===== src/rtl/spam_arbiter.sv =====
// spam_arbiter: round-robin arbiter sharing one SPAM master port among
// N_MASTERS requesters. It serializes transactions, holds each grant until
// the device completes (or a timeout fires) and returns the read data to
// the requester that owns the grant.
module spam_arbiter #(
   parameter int N_MASTERS = 2,
   parameter int TIMEOUT   = 1024,
   parameter int ADDR_W    = 16,
   parameter int DATA_W    = 32,
   parameter int DID_W     = 4
) (
   input  logic                        clk,
   input  logic                        rst,
   input  logic [N_MASTERS-1:0]        m_valids,
   input  logic [N_MASTERS-1:0]        m_r_nws,
   input  logic [N_MASTERS*DID_W-1:0]  m_dids,
   input  logic [N_MASTERS*ADDR_W-1:0] m_addrs,
   input  logic [N_MASTERS*DATA_W-1:0] m_datas,
   output logic [N_MASTERS-1:0]        m_dones,
   output logic [N_MASTERS-1:0]        m_errs,
   output logic [DATA_W-1:0]           m_rdata,
   output logic                        spamo_valid,
   output logic                        spamo_r_nw,
   output logic [DID_W-1:0]            spamo_did,
   output logic [ADDR_W-1:0]           spamo_addr,
   output logic [DATA_W-1:0]           spamo_data,
   input  logic                        spami_busy_b,
   input  logic [DATA_W-1:0]           spami_data
);

   localparam int GW = $clog2(N_MASTERS);
   localparam int CW = $clog2(TIMEOUT) + 1;
   localparam logic [CW-1:0] CNT_LAST = CW'(TIMEOUT - 1);

   typedef enum logic [1:0] {IDLE, ISSUE, WAIT, DONE} state_t;

   state_t                state_reg;
   logic [GW-1:0]         grant_reg;
   logic [GW-1:0]         last_grant_reg;
   logic [CW-1:0]         cnt_reg;
   logic [N_MASTERS-1:0]  m_dones_reg;
   logic [N_MASTERS-1:0]  m_errs_reg;
   logic [DATA_W-1:0]     m_rdata_reg;
   logic                  spamo_valid_reg;
   logic                  spamo_r_nw_reg;
   logic [DID_W-1:0]      spamo_did_reg;
   logic [ADDR_W-1:0]     spamo_addr_reg;
   logic [DATA_W-1:0]     spamo_data_reg;

   // Per-master request fields, unpacked from the flat buses
   logic                  r_nw_arr [N_MASTERS];
   logic [DID_W-1:0]      did_arr  [N_MASTERS];
   logic [ADDR_W-1:0]     addr_arr [N_MASTERS];
   logic [DATA_W-1:0]     data_arr [N_MASTERS];

   for (genvar gi = 0; gi < N_MASTERS; gi++) begin : g_unpack
      assign r_nw_arr[gi] = m_r_nws[gi];
      assign did_arr[gi]  = m_dids[gi*DID_W +: DID_W];
      assign addr_arr[gi] = m_addrs[gi*ADDR_W +: ADDR_W];
      assign data_arr[gi] = m_datas[gi*DATA_W +: DATA_W];
   end

   logic          pick_valid;
   logic [GW-1:0] pick_idx;
   int            cand;

   // Round-robin search starting just after the last served master; walking
   // offsets from far to near lets the nearest requester overwrite the pick.
   always_comb begin
      pick_valid = 1'b0;
      pick_idx   = '0;
      cand       = 0;
      for (int i = N_MASTERS; i >= 1; i--) begin
         cand = (int'(last_grant_reg) + i) % N_MASTERS;
         if (m_valids[GW'(cand)]) begin
            pick_valid = 1'b1;
            pick_idx   = GW'(cand);
         end
      end
   end

   // Transaction FSM with registered request, completion and data outputs
   always_ff @(posedge clk or posedge rst) begin
      if (rst) begin
         state_reg       <= IDLE;
         grant_reg       <= '0;
         last_grant_reg  <= GW'(N_MASTERS - 1);
         cnt_reg         <= '0;
         m_dones_reg     <= '0;
         m_errs_reg      <= '0;
         m_rdata_reg     <= '0;
         spamo_valid_reg <= 1'b0;
         spamo_r_nw_reg  <= 1'b0;
         spamo_did_reg   <= '0;
         spamo_addr_reg  <= '0;
         spamo_data_reg  <= '0;
      end else begin
         spamo_valid_reg <= 1'b0;
         m_dones_reg     <= '0;
         m_errs_reg      <= '0;
         case (state_reg)
            IDLE: begin
               if (pick_valid) begin
                  grant_reg       <= pick_idx;
                  spamo_r_nw_reg  <= r_nw_arr[pick_idx];
                  spamo_did_reg   <= did_arr[pick_idx];
                  spamo_addr_reg  <= addr_arr[pick_idx];
                  spamo_data_reg  <= data_arr[pick_idx];
                  spamo_valid_reg <= 1'b1;
                  state_reg       <= ISSUE;
               end
            end
            ISSUE: begin
               // Any completion seen during the strobe cycle is stray; ignore it
               cnt_reg   <= '0;
               state_reg <= WAIT;
            end
            WAIT: begin
               if (cnt_reg != '1) begin
                  cnt_reg <= cnt_reg + CW'(1);
               end
               // Completion takes priority over a coincident timeout
               if (spami_busy_b) begin
                  m_rdata_reg            <= spami_data;
                  m_dones_reg[grant_reg] <= 1'b1;
                  state_reg              <= DONE;
               end else if (cnt_reg == CNT_LAST) begin
                  m_rdata_reg            <= '1;
                  m_dones_reg[grant_reg] <= 1'b1;
                  m_errs_reg[grant_reg]  <= 1'b1;
                  state_reg              <= DONE;
               end
            end
            DONE: begin
               last_grant_reg <= grant_reg;
               state_reg      <= IDLE;
            end
            default: state_reg <= IDLE;
         endcase
      end
   end

   assign m_dones     = m_dones_reg;
   assign m_errs      = m_errs_reg;
   assign m_rdata     = m_rdata_reg;
   assign spamo_valid = spamo_valid_reg;
   assign spamo_r_nw  = spamo_r_nw_reg;
   assign spamo_did   = spamo_did_reg;
   assign spamo_addr  = spamo_addr_reg;
   assign spamo_data  = spamo_data_reg;

endmodule


===== config.mk =====
export PLATFORM = sky130hd
export DESIGN_NAME = spam_arbiter
export DESIGN_NICKNAME = d
export VERILOG_FILES = /design/src/rtl/spam_arbiter.sv
export SDC_FILE = /design/constraint.sdc
export NUM_CORES = 1
export LEC_CHECK = 0
export BUFFER_PORTS_ARGS = -buffer_cell sky130_fd_sc_hd__buf_2
export CAP_MARGIN = 20
export CORE_ASPECT_RATIO = 0.9
export CORE_MARGIN = 4
export CORE_UTILIZATION = 25
export CTS_CLUSTER_DIAMETER = 120
export DETAILED_ROUTE_END_ITERATION = 6
export GPL_ROUTABILITY_DRIVEN = 0
export PLACE_DENSITY_LB_ADDON = 0.3
export SLEW_MARGIN = 20
export SYNTH_ARGS = -nofsm -noshare
export SYNTH_HDL_FRONTEND = slang
export SYNTH_SLANG_ARGS = --single-unit
export TNS_END_PERCENT = 20

===== constraint.sdc =====
create_clock -name clk -period 3.9 [get_ports clk]
set_input_delay 0.39 -clock clk [delete_from_list [all_inputs] [get_ports clk]]
set_output_delay 0.39 -clock clk [all_outputs]
set_load 0.02 [all_outputs]

==> results of run 1 <==
==> worst max-delay path, stage by stage (launching register included) <==
cell and delay [ns]:
sky130_fd_sc_hd__dfrtp_1 0.39, sky130_fd_sc_hd__ha_1 0.23, sky130_fd_sc_hd__nand4_1 0.22, sky130_fd_sc_hd__nor4_2 0.27
sky130_fd_sc_hd__o21a_2 0.60, sky130_fd_sc_hd__o22a_1 0.26
==> area by class of cell <==
type,instances,area [sq um]
inverter,8,32.5
fill,1832,11500
sequential,105,2630
tap,240,300
timing repair buffer,235,1190
clock inverter,7,91.3
clock buffer,9,225
multi-input combinational,250,1740
==> placed cells by master (no fill, tap or decap), types with 5 or more instances in the layout <==
master                        n
sky130_fd_sc_hd__a21oi_1     54
sky130_fd_sc_hd__buf_2      231
sky130_fd_sc_hd__clkbuf_16    9
sky130_fd_sc_hd__dfrtp_1    104
sky130_fd_sc_hd__ha_1         6
sky130_fd_sc_hd__inv_1        7
sky130_fd_sc_hd__mux2i_1     54
sky130_fd_sc_hd__nand2_1      5
sky130_fd_sc_hd__nand3_1      6
sky130_fd_sc_hd__nor2_1      56
sky130_fd_sc_hd__o22a_1      32
==> cell usage after synthesis <==
cell and count:
sky130_fd_sc_hd__nand2_1 6, sky130_fd_sc_hd__o211ai_1 3, sky130_fd_sc_hd__o31ai_1 3, sky130_fd_sc_hd__a21oi_1 54, sky130_fd_sc_hd__o211ai_2 1, sky130_fd_sc_hd__nand3_1 6, sky130_fd_sc_hd__mux2_2 1, sky130_fd_sc_hd__nor4_1 1
sky130_fd_sc_hd__ha_1 6, sky130_fd_sc_hd__nor2_1 56, sky130_fd_sc_hd__a22o_1 1, sky130_fd_sc_hd__and3_1 1, sky130_fd_sc_hd__nand4_4 1, sky130_fd_sc_hd__buf_8 1, sky130_fd_sc_hd__o311ai_0 2, sky130_fd_sc_hd__mux2_1 1
sky130_fd_sc_hd__nor3_1 1, sky130_fd_sc_hd__clkbuf_1 13, sky130_fd_sc_hd__and2_1 2, sky130_fd_sc_hd__nand2b_1 1, sky130_fd_sc_hd__buf_4 2, sky130_fd_sc_hd__o21a_1 1, sky130_fd_sc_hd__or3_1 1, sky130_fd_sc_hd__dfrtp_1 104
sky130_fd_sc_hd__o41ai_1 3, sky130_fd_sc_hd__buf_6 4, sky130_fd_sc_hd__mux2i_1 54, sky130_fd_sc_hd__buf_1 3, sky130_fd_sc_hd__o32a_1 1, sky130_fd_sc_hd__o22a_1 32, sky130_fd_sc_hd__inv_1 8, sky130_fd_sc_hd__o21ai_1 2
sky130_fd_sc_hd__nand4_1 1, sky130_fd_sc_hd__nor2b_1 3, sky130_fd_sc_hd__buf_2 5, sky130_fd_sc_hd__o41ai_2 1, sky130_fd_sc_hd__o311ai_1 1, sky130_fd_sc_hd__nor4_2 1, sky130_fd_sc_hd__or4_1 1, sky130_fd_sc_hd__o41a_1 1
sky130_fd_sc_hd__dfstp_2 1
==> per-stage QoR <==
stage | hold WS (ns) | instances | power, W
4_1_cts | 0.235 | 854 | 0.00515
2_1_floorplan | 0.448 | 391 | 0.00344
6_report | 0.259 | 854 | 0.00505
3_3_place_gp | 0.389 | 837 | 0.00410
5_1_grt | 0.227 | 854 | 0.00542
3_5_place_dp | 0.393 | 837 | 0.00418
==> timing repair <==
action,4_1_cts,5_1_grt
resized for setup,0,0
endpoints found under the hold margin,18,0
hold buffers,1,0
==> worst max path at each step <==
stage,end,startpoint
6_report,m_rdata[26],cnt_reg[0]
5_1_grt,m_rdata[26],cnt_reg[0]
4_1_cts,m_rdata[26],cnt_reg[0]
3_5_place_dp,m_rdata[26],cnt_reg[0]
3_3_place_gp,m_rdata[17],cnt_reg[0]
2_1_floorplan,cnt_reg[0],rst
==> per-layer routing <==
metal | wire [um] | vias to the layer above | GRT usage [%]
li1 | - | 1830 | -
met1 | 4790 | 1729 | 12.6
met2 | 5980 | 119 | 20.3
met3 | 810 | 13 | 3.37
met4 | 187 | 0 | 4.32
met5 | 0 | - | 0
==> power breakdown <==
part	switching, W	total, W	internal, W
Sequential	0.000382	0.00196	0.00158
Combinational	0.00129	0.00216	0.000866
Clock	0.000463	0.000928	0.000464
==> cells by family (layout without fill, tap and decap cells) <==
| family | Yosys count | count (layout) | share of synthesized area (%) |
|---|---|---|---|
| fa+ha+maj | 6 | 6 | 1.65 |
| simple gates | 82 | 82 | 8.16 |
| buf+inv | 36 | 259 | 4.18 |
| mux | 56 | 56 | 12.4 |
| flops | 105 | 105 | 57.7 |
| compound gates | 106 | 106 | 15.9 |
==> summary.txt, run 1 <==
TIMING
----------------------------------------------------------------------------------
Max-slew violation count                                                         0
Setup repair after global routing missed its margin                          false
Clock skew                                                              0.00841 ns
Final number of hold-violating endpoints                                         0
Final setup violating endpoints                                                  0
Final cycle utilization of the critical path                                 52.2%
Max frequency                                                            0.491 GHz
Transition time at the pin with the least slew margin                      1.00 ns
Max transition margin                                                        33.3%
Worst setup slack after layout                                             1.86 ns
Total Neg Setup Slack                                                         0 ns
Period minus WS final                                                      2.04 ns

CRITICAL PATH
----------------------------------------------------------------------------------
Count of cells along the worst register-to-register path                         5
Required time worst endpoint                                               4.19 ns
Worst R2R End                                                          m_rdata[26]
Maximum fanout encountered on the critical timing path                          34
Arrival time at the worst endpoint                                         2.32 ns
Element type at the critical path end                                    flip-flop
Crit path kind                                                             reg2reg
Kind of start point of the critical path                                 flip-flop
Startpoint of the lowest-slack register-to-register path                cnt_reg[0]
Flop2flop setup slack                                                      1.86 ns

FLOORPLAN
----------------------------------------------------------------------------------
Number of top-level pins                                                       233
Die Ht                                                                      136 um
Core Rows                                                                       46
Die Wd                                                                      150 um
Floorplan die area                                                     20400 sq um
Initial cell density of the core                                             25.7%
CORE AREA                                                              17700 sq um

HOLD PATH
----------------------------------------------------------------------------------
Endpoint of the worst hold-timing path                                  m_rdata[8]
Hold wc startpoint                                                    spami_data[8]
Hold path depth                                                                  2
Worst hold path class                                                       in2reg

CLOCK NETWORK
----------------------------------------------------------------------------------
Maximum level of the CTS H-tree                                                  3
Root buf cell                                                         sky130_fd_sc_hd__clkbuf_16
Worst-Skew Late Latency                                                    0.35 ns
Clock tree from TritonCTS                                                     done
Total number of clock tree sinks                                               105
Buffer count from post-CTS setup fixing                                          0
CTS Buffer Depth                                                                 2
CTS Buf Count                                                                    9
Clock Pin Slew Worst Setup and Hold Paths                                  0.08 ns

SYNTH
----------------------------------------------------------------------------------
Net Count, Synth                                                               540
#FFs+latches synth                                                             105
Synth area leaders                                                    sky130_fd_sc_hd__dfrtp_1 (57%), sky130_fd_sc_hd__mux2i_1 (12%), sky130_fd_sc_hd__o22a_1 (6.2%)
Synth top area share                                                         57.2%
Synth Cell Area                                                         4550 sq um
Biggest area consumer among synthesized cells                         sky130_fd_sc_hd__dfrtp_1
Number of standard cells after synthesis                                       391
Syn_area_per_cell                                                       11.6 sq um
Number of unique standard cell types used by synthesis                          41
Share of the yosys chip area belonging to registers                          57.7%
YS warnings                                                                      0

ROUTE
----------------------------------------------------------------------------------
Via Count                                                                     3691
Mean routed wirelength per cell                                            13.8 um
Remaining routing DRC violations                                                 0
Wire length after detailed routing                                         11.8 mm
Number of nets still failing antenna checks after routing                        0
Drt initial violations                                                          99
Number of vias per cell after detailed routing                                4.32
DR pass1 iterations                                                              4

GLOBAL ROUTING
----------------------------------------------------------------------------------
Maximum number of pins on one net before global-route repair                   110
GRT Util Overall                                                             11.3%
Via count of the first global-routing pass                                    3901
Wire length of the first global-routing pass                               18.7 mm
Overflow left after global routing                                               0
Initial antenna violation count                                                  0

PLACED DESIGN
----------------------------------------------------------------------------------
Detailed placement HPWL                                                    8.68 mm
Port Buf Inserts                                                               231
Placed cell area                                                        5880 sq um
Pre-CTS WS                                                                 1.49 ns

POWER AND IR DROP
----------------------------------------------------------------------------------
Max VDD drop                                                            0.000351 V
Power per Cell Area                                                    812 nW/um^2
Leakage                                                                    3.04 nW

FINAL LAYOUT
----------------------------------------------------------------------------------
Post-route cell area                                                    6210 sq um
Layout cell share with drive strength beyond 1                               42.3%
Antenna diode instance count                                                     0
Util after Layout                                                            35.0%
Signed area change from the synthesized netlist to the final layout          36.4%
Final Net Count                                                                758

OUTCOME
----------------------------------------------------------------------------------
Outcome                                                               finished clean

RUN
----------------------------------------------------------------------------------
Max-cap violations                                                               0

Note: power is estimated with default switching activity, not from simulation.
==> run 2: changes to the inputs <==
ABC_AREA = 1   (was default)
clock period = 2.1 ns   (was 3.9 ns; I/O delays follow)
==> run 2 against run 1 <==
Register-to-register slack got worse by 1.4 ns. Sequential power increased by 69%. Highest routed layer unchanged. Largest cell class unchanged. Worst hold slack got worse by 0.24 ns. Utilization decreased by 0.22 points. Flip-flop and latch count unchanged. Largest power group unchanged.
==> summary.txt, run 2 <==
SYNTH
----------------------------------------------------------------------------------
Biggest area consumer among synthesized cells                         sky130_fd_sc_hd__dfrtp_1   unchanged
Dominant synthesized flop cell                                        sky130_fd_sc_hd__dfrtp_1   unchanged
Most frequently used cell type in the post-synthesis netlist          sky130_fd_sc_hd__dfrtp_1   unchanged
Xor and xnor area share after synthesis                                     0.182%   was 0%
Synth Cell Area                                                         4810 sq um   was 4550 sq um
Fraction of synthesis flops using an asynchronous set or reset pin            100%   unchanged
Simple-gate share of the synthesized area                                    14.5%   was 8.16%
Combinational family with the most area after synthesis               compound AO/OA/AOI/OAI gates   unchanged
Synth Area in Compound Gates                                                 21.2%   was 15.9%
YS warnings                                                                      0   unchanged
Syn_area_per_cell                                                       8.55 sq um   was 11.6 sq um
EDFF count, synth                                                                0   unchanged
Synth top area share                                                         54.1%   was 57.2%
#FFs+latches synth                                                             105   unchanged
Synth top cells by count                                              sky130_fd_sc_hd__dfrtp_1 (104), sky130_fd_sc_hd__o21ai_0 (99), sky130_fd_sc_hd__nand2_1 (84), sky130_fd_sc_hd__a21oi_1 (72), sky130_fd_sc_hd__inv_1 (55)   was sky130_fd_sc_hd__dfrtp_1 (104), sky130_fd_sc_hd__nor2_1 (56), sky130_fd_sc_hd__a21oi_1 (54), sky130_fd_sc_hd__mux2i_1 (54), sky130_fd_sc_hd__o22a_1 (32)
Share of the yosys chip area belonging to registers                          54.6%   was 57.7%
Synth area leaders                                                    sky130_fd_sc_hd__dfrtp_1 (54%), sky130_fd_sc_hd__o21ai_0 (10%), sky130_fd_sc_hd__a21oi_1 (7.5%)   was sky130_fd_sc_hd__dfrtp_1 (57%), sky130_fd_sc_hd__mux2i_1 (12%), sky130_fd_sc_hd__o22a_1 (6.2%)
Number of unique standard cell types used by synthesis                          27   was 41
Number of standard cells after synthesis                                       563   was 391
Multiplexer area fraction after synthesis                                       0%   was 12.4%
Synthesized-area fraction occupied by adder cells                            1.56%   was 1.65%
Net Count, Synth                                                               712   was 540

TIMING
----------------------------------------------------------------------------------
Total Neg Setup Slack                                                         0 ns   unchanged
Final number of hold-violating endpoints                                         0   unchanged
Final setup violating endpoints                                                  0   unchanged
Transition time at the pin with the least slew margin                     0.590 ns   was 1.00 ns
Max frequency                                                            0.613 GHz   was 0.491 GHz
Setup repair after global routing missed its margin                          false   unchanged
Max-slew violation count                                                         0   unchanged
Final cycle utilization of the critical path                                 77.7%   was 52.2%
Period minus WS final                                                      1.63 ns   was 2.04 ns
Max transition margin                                                        60.7%   was 33.3%
Clock skew                                                               0.0116 ns   was 0.00841 ns
Min Hold Slack                                                           0.0199 ns   was 0.259 ns
Worst setup slack after layout                                            0.469 ns   was 1.86 ns

ROUTE
----------------------------------------------------------------------------------
DR pass1 iterations                                                              4   unchanged
Via Count                                                                     4556   was 3691
Drt initial violations                                                         216   was 99
Remaining routing DRC violations                                                 0   unchanged
Wire length after detailed routing                                         15.2 mm   was 11.8 mm
Number of vias per cell after detailed routing                                4.43   was 4.32
Number of nets still failing antenna checks after routing                        0   unchanged
Mean routed wirelength per cell                                            14.8 um   was 13.8 um

FINAL LAYOUT
----------------------------------------------------------------------------------
Number of filler instances in the final layout                                1984   was 1832
Antenna diode instance count                                                     0   unchanged
Most common cell after layout, fill and taps aside                    sky130_fd_sc_hd__buf_2   unchanged
Layout cell share with drive strength beyond 1                               35.3%   was 42.3%
Area taken by flip-flops and latches                                    2630 sq um   about the same
Final Net Count                                                                929   was 758
Leading cell types in the layout, fill and taps excluded              sky130_fd_sc_hd__buf_2 (231), sky130_fd_sc_hd__dfrtp_1 (104), sky130_fd_sc_hd__o21ai_0 (99), sky130_fd_sc_hd__nand2_1 (83), sky130_fd_sc_hd__a21oi_1 (72)   was sky130_fd_sc_hd__buf_2 (231), sky130_fd_sc_hd__dfrtp_1 (104), sky130_fd_sc_hd__nor2_1 (56), sky130_fd_sc_hd__mux2i_1 (54), sky130_fd_sc_hd__a21oi_1 (54)
Signed area change from the synthesized netlist to the final layout          34.9%   was 36.4%
Area of the multi-input gates                                           1810 sq um   was 1740 sq um

CRITICAL PATH
----------------------------------------------------------------------------------
Crit path kind                                                             reg2reg   unchanged
Crit path from                                                        state_reg[0]   was cnt_reg[0]
Startpoint of the lowest-slack register-to-register path              state_reg[0]   was cnt_reg[0]
Maximum single-stage delay on the critical path                            0.41 ns   was 0.60 ns
Maximum fanout encountered on the critical timing path                           8   was 34
Dominant delay contributor by cell family on the critical path          flip-flops   was compound AO/OA/AOI/OAI gates
Arrival time at the worst endpoint                                         1.85 ns   was 2.32 ns
Element type at the critical path end                                    flip-flop   unchanged
Master of the slowest instance on the critical path                   sky130_fd_sc_hd__dfrtp_1   was sky130_fd_sc_hd__o21a_2
Required time worst endpoint                                               2.32 ns   was 4.19 ns
Cell chain of the critical path                                       inv_1, ha_1, buf_4, nand2_2, nor2_1, o21ai_0   was ha_1, nand4_1, nor4_2, o21a_2, o22a_1
Buf/Inv on CP                                                                    2   was 0
Kind of start point of the critical path                                 flip-flop   unchanged

HOLD PATH
----------------------------------------------------------------------------------
Worst hold path class                                                     in2async   was in2reg

GLOBAL ROUTING
----------------------------------------------------------------------------------
GRT Util Overall                                                             13.8%   was 11.3%
Initial antenna violation count                                                  0   unchanged
Overflow left after global routing                                               0   unchanged
Via count of the first global-routing pass                                    4538   was 3901
Wire length of the first global-routing pass                               24.2 mm   was 18.7 mm
Maximum number of pins on one net before global-route repair                   106   was 110

FLOORPLAN
----------------------------------------------------------------------------------
CORE AREA                                                              18600 sq um   was 17700 sq um
Number of top-level pins                                                       233   unchanged
Die Ht                                                                      140 um   was 136 um
Floorplan die area                                                     21500 sq um   was 20400 sq um
Die Wd                                                                      154 um   was 150 um
Initial cell density of the core                                             25.8%   was 25.7%
Core Rows                                                                       47   was 46

CLOCK NETWORK
----------------------------------------------------------------------------------
Number of gates resized after cts                                                0   unchanged
CTS Buffer Depth                                                                 2   unchanged
Clock Pin Slew Worst Setup and Hold Paths                                  0.07 ns   was 0.08 ns
Total number of clock tree sinks                                               105   unchanged
CTS Buf Count                                                                    9   unchanged
Buffer count from post-CTS setup fixing                                          0   unchanged
Root buf cell                                                         sky130_fd_sc_hd__clkbuf_16   unchanged
Number of hold buffers added after CTS                                           0   was 1
Worst-Skew Late Latency                                                    0.35 ns   about the same
Clock tree from TritonCTS                                                     done   unchanged
Maximum level of the CTS H-tree                                                  3   unchanged

RUN
----------------------------------------------------------------------------------
Max-cap violations                                                               0   unchanged

PLACED DESIGN
----------------------------------------------------------------------------------
Port Buf Inserts                                                               231   unchanged
Pre-CTS WS                                                                0.465 ns   was 1.49 ns
Detailed placement HPWL                                                    10.9 mm   was 8.68 mm

POWER AND IR DROP
----------------------------------------------------------------------------------
Total design power                                                       0.00904 W   was 0.00505 W
Power per Cell Area                                                   1390 nW/um^2   was 812 nW/um^2
Leakage                                                                    3.35 nW   was 3.04 nW
Max VDD drop                                                            0.000450 V   was 0.000351 V

OUTCOME
----------------------------------------------------------------------------------
Outcome                                                               finished clean   unchanged

-- run 2: cell count changes after synthesis, sizes merged, moves of 3 or more --
cell	before	now
o31ai	3	0
clkbuf	13	19
inv	8	57
o21ai	2	108
o311ai	3	0
o22a	32	0
o211ai	4	11
nor2b	3	0
nand3	6	16
a21oi	54	74
nand2	6	89
mux2i	54	0
o41ai	4	0
-- run 2: final timing paths --
| path | to | slack, ns | depth (start not counted) |
|---|---|---|---|
| min in group clk | m_errs[1] | 0.06 | 2 |
| max reg2reg | cnt_reg[7] | 0.47 | 6 |
| min reg2reg | spamo_addr[0] | 0.48 | 2 |
| max | cnt_reg[7] | 0.47 | 6 |
| max in group asynchronous | last_grant_reg | 1.63 | 3 |
| min | m_rdata[16] | 0.02 | 3 |
-- run 2: logic make-up after synthesis --
group / after synthesis
compound gates: 194
xor+xnor: 1
flops: 105
simple gates: 165
buf+inv: 92
fa+ha+maj: 6
-- run 2: final cells by class --
class,count,share of cell area [%]
clock buffers,9,3.47
clock inverters,6,0.771
inverters,57,3.35
multi-input cells,366,27.8
flip-flops and latches,105,40.5
well taps,245,4.72
repair buffers,241,19.4
-- run 2: routing by layer --
metal	part of all wire [%]	vias up	global-route usage [%]
met3	9.4	18	5.12
met4	1.9	0	4.00
met2	44	194	21.3
met5	0	-	0
li1	-	2279	-
met1	44	2065	18.2
-- run 2: worst reg2reg max path: cells and delay by family (launching register included) --
family	cells	cell delay [ns]
DFF	1	0.41
and+or+nand+nor	2	0.31
AOI/OAI and AO/OA	1	0.11
adders and majority gates	1	0.33
buffers and inverters	2	0.35
-- run 2: stage by stage --
| stage | cell area (sq um) | instances | util, % |
|---|---|---|---|
| 2_1_floorplan | 4820 | 563 | - |
| 3_3_place_gp | 6210 | 1014 | 33.3 |
| 3_5_place_dp | 6210 | 1014 | 33.3 |
| 4_1_cts | 6490 | 1029 | 34.8 |
| 5_1_grt | 6490 | 1029 | 34.8 |
| 6_report | 6490 | 1029 | 34.8 |
-- run 2: power breakdown --
part	total, W	internal [W]	switching, W
Sequential	0.00331	0.00286	0.000455
Combinational	0.00410	0.00132	0.00278
Clock	0.00162	0.000816	0.000807
Total	0.00904	0.00500	0.00404
==> run 3: changes to the inputs <==
clock period = 1.4 ns   (was 2.1 ns; I/O delays follow)
==> run 3 against run 2 <==
The flow now finishes with violations (negative setup slack). Largest cell class unchanged. Register-to-register slack got worse by 0.50 ns. First-iteration DRC count shrank 22%. Utilization rose by 2.7 points. Critical path depth up 2. Via count up 3.6%. Worst hold slack worse by 0.0038 ns. Global-route usage increased by 0.48 points. Largest power group unchanged. Setup slack worse by 0.50 ns. Sequential power is 50% higher.
==> summary.txt, run 3 (synthesis gave the netlist of run 2 again) <==
ROUTE
----------------------------------------------------------------------------------
Number of nets still failing antenna checks after routing                        0   unchanged
Drt initial violations                                                         168   was 216
Via Count                                                                     4719   was 4556
DR pass1 iterations                                                              4   unchanged
Wire length after detailed routing                                         16.0 mm   was 15.2 mm
Number of vias per cell after detailed routing                                4.46   was 4.43
Mean routed wirelength per cell                                            15.1 um   was 14.8 um
Remaining routing DRC violations                                                 0   unchanged

FINAL LAYOUT
----------------------------------------------------------------------------------
Leading cell types in the layout, fill and taps excluded              sky130_fd_sc_hd__buf_2 (231), sky130_fd_sc_hd__dfrtp_1 (104), sky130_fd_sc_hd__nand2_1 (83), sky130_fd_sc_hd__o21ai_0 (81), sky130_fd_sc_hd__a21oi_1 (55)   was sky130_fd_sc_hd__buf_2 (231), sky130_fd_sc_hd__dfrtp_1 (104), sky130_fd_sc_hd__o21ai_0 (99), sky130_fd_sc_hd__nand2_1 (83), sky130_fd_sc_hd__a21oi_1 (72)
Layout cell share with drive strength beyond 1                               41.0%   was 35.3%
Non-filler cells, final                                                       1058   was 1029
Antenna diode instance count                                                     0   unchanged
Area of the multi-input gates                                           1930 sq um   was 1810 sq um
Post-route cell area                                                    7000 sq um   was 6490 sq um
Signed area change from the synthesized netlist to the final layout          45.4%   was 34.9%
Most common cell after layout, fill and taps aside                    sky130_fd_sc_hd__buf_2   unchanged
Area taken by flip-flops and latches                                    2630 sq um   unchanged
Final Net Count                                                                957   was 929
Number of filler instances in the final layout                                1951   was 1984

TIMING
----------------------------------------------------------------------------------
Max transition margin                                                        78.7%   was 60.7%
Final number of hold-violating endpoints                                         0   unchanged
Max-slew violation count                                                         0   unchanged
Period minus WS final                                                      1.43 ns   was 1.63 ns
Setup repair after global routing missed its margin                           true   was false
Min Hold Slack                                                           0.0161 ns   was 0.0199 ns
Final setup violating endpoints                                                 23   was 0
Clock skew                                                               0.0136 ns   was 0.0116 ns
Max frequency                                                            0.701 GHz   was 0.613 GHz
Transition time at the pin with the least slew margin                     0.320 ns   was 0.590 ns
Final cycle utilization of the critical path                                  102%   was 77.7%
Worst setup slack after layout                                          -0.0275 ns   was 0.469 ns

OUTCOME
----------------------------------------------------------------------------------
Outcome                                                               finished with violations   was finished clean
Violated checks                                                       negative setup slack

PLACED DESIGN
----------------------------------------------------------------------------------
Placed instance count                                                         1036   was 1014
Port Buf Inserts                                                               231   unchanged
Detailed placement HPWL                                                    11.3 mm   was 10.9 mm
Placed cell area                                                        6480 sq um   was 6210 sq um

CLOCK NETWORK
----------------------------------------------------------------------------------
Maximum level of the CTS H-tree                                                  3   unchanged
CTS Buf Count                                                                    9   unchanged
Worst-Skew Late Latency                                                    0.35 ns   about the same
Root buf cell                                                         sky130_fd_sc_hd__clkbuf_16   unchanged
Clock tree from TritonCTS                                                     done   unchanged
Total number of clock tree sinks                                               105   unchanged
CTS Buffer Depth                                                                 2   unchanged
Clock Pin Slew Worst Setup and Hold Paths                                  0.07 ns   about the same

GLOBAL ROUTING
----------------------------------------------------------------------------------
Via count of the first global-routing pass                                    4632   was 4538
Initial antenna violation count                                                  2   was 0
GRT Util Overall                                                             14.3%   was 13.8%
Wire length of the first global-routing pass                               24.9 mm   was 24.2 mm
Maximum number of pins on one net before global-route repair                    55   was 106
Overflow left after global routing                                               0   unchanged

HOLD PATH
----------------------------------------------------------------------------------
Worst hold path class                                                       in2reg   was in2async

FLOORPLAN
----------------------------------------------------------------------------------
Floorplan die area                                                     21500 sq um   unchanged
Die Wd                                                                      154 um   unchanged
Die Ht                                                                      140 um   unchanged
Core Rows                                                                       47   unchanged
Initial cell density of the core                                             25.8%   unchanged
CORE AREA                                                              18600 sq um   unchanged
Number of top-level pins                                                       233   unchanged

POWER AND IR DROP
----------------------------------------------------------------------------------
Max VDD drop                                                            0.000821 V   was 0.000450 V
Power per Cell Area                                                   2090 nW/um^2   was 1390 nW/um^2
Total design power                                                        0.0146 W   was 0.00904 W
Leakage                                                                    3.57 nW   was 3.35 nW

CRITICAL PATH
----------------------------------------------------------------------------------
Crit path kind                                                             reg2reg   unchanged
Arrival time at the worst endpoint                                         1.70 ns   was 1.85 ns
Maximum fanout encountered on the critical timing path                          27   was 8
Element type at the critical path end                                    flip-flop   unchanged
Required time worst endpoint                                               1.67 ns   was 2.32 ns
Kind of start point of the critical path                                 flip-flop   unchanged

RUN
----------------------------------------------------------------------------------
Max-cap violations                                                               0   unchanged

[run 3: cell types whose count changed in the layout (fill, tap and decap cells not counted), sizes merged]
cell,change
buf,+26
dlygate4sd3,+2
clkbuf,+1
clkinv,+1
inv,-1
[run 3: routing by layer]
metal | GRT usage [%] | wire [um] | part of all wire, % | vias to the layer above
met1 | 19.0 | 7080 | 44 | 2173
li1 | - | - | - | 2331
met4 | 3.81 | 228 | 1.4 | 4
met2 | 22.2 | 7240 | 45 | 190
met3 | 5.00 | 1390 | 8.7 | 21
met5 | 0 | 27 | 0.17 | -
[run 3: through the flow]
stage / setup slack (ns) / util, % / setup TNS [ns]
global placement: -0.0497 / 34.8 / -0.632
global route: -0.132 / 37.5 / -4.18
detailed placement: -0.118 / 34.8 / -3.20
finish: -0.0275 / 37.5 / -0.179
floorplan: -0.0182 / - / -0.0293
CTS: -0.00514 / 37.0 / -0.00514
[run 3: layout make-up]
type | count | share of cell area (%)
multi-input combinational | 366 | 27.6
tap | 245 | 4.38
inverter | 57 | 3.22
clock buffer | 10 | 3.41
timing repair buffer | 269 | 23.2
sequential | 105 | 37.6
clock inverter | 6 | 0.715
[run 3: where the power goes]
part / internal, W / switching [W]
registers: 0.00429 / 0.000690
clock network: 0.00128 / 0.00120
logic: 0.00265 / 0.00450
[run 3: timing repair]
item,CTS,global route
setup endpoints to repair,83,73
pin swaps,1,5
hold endpoints to repair,104,1
gates resized for setup,24,34
buffers inserted,2,1
cloned,2,0
hold buffers,1,1
[run 3: path summary, 6_finish.rpt]
path	start	endpoint	slack, ns	depth (start not counted)
min reg2reg	spamo_data[11]	spamo_data[11]	0.48	2
min	spami_busy_b	m_errs[0]	0.02	2
max in group asynchronous	rst	last_grant_reg	0.61	4
min in group asynchronous	rst	m_rdata[16]	0.25	3
max	cnt_reg[1]	m_rdata[14]	-0.03	8
max reg2reg	cnt_reg[1]	m_rdata[14]	-0.03	8
[run 3: worst max-delay path, cell delays in order (launching register included)]
cell and delay (ns):
sky130_fd_sc_hd__dfrtp_1 0.36, sky130_fd_sc_hd__ha_2 0.18, sky130_fd_sc_hd__nand2_2 0.08, sky130_fd_sc_hd__nor2_4 0.16
sky130_fd_sc_hd__nand3_4 0.12, sky130_fd_sc_hd__nand2_4 0.08, sky130_fd_sc_hd__nand2_4 0.05, sky130_fd_sc_hd__buf_12 0.17
sky130_fd_sc_hd__a21oi_1 0.14
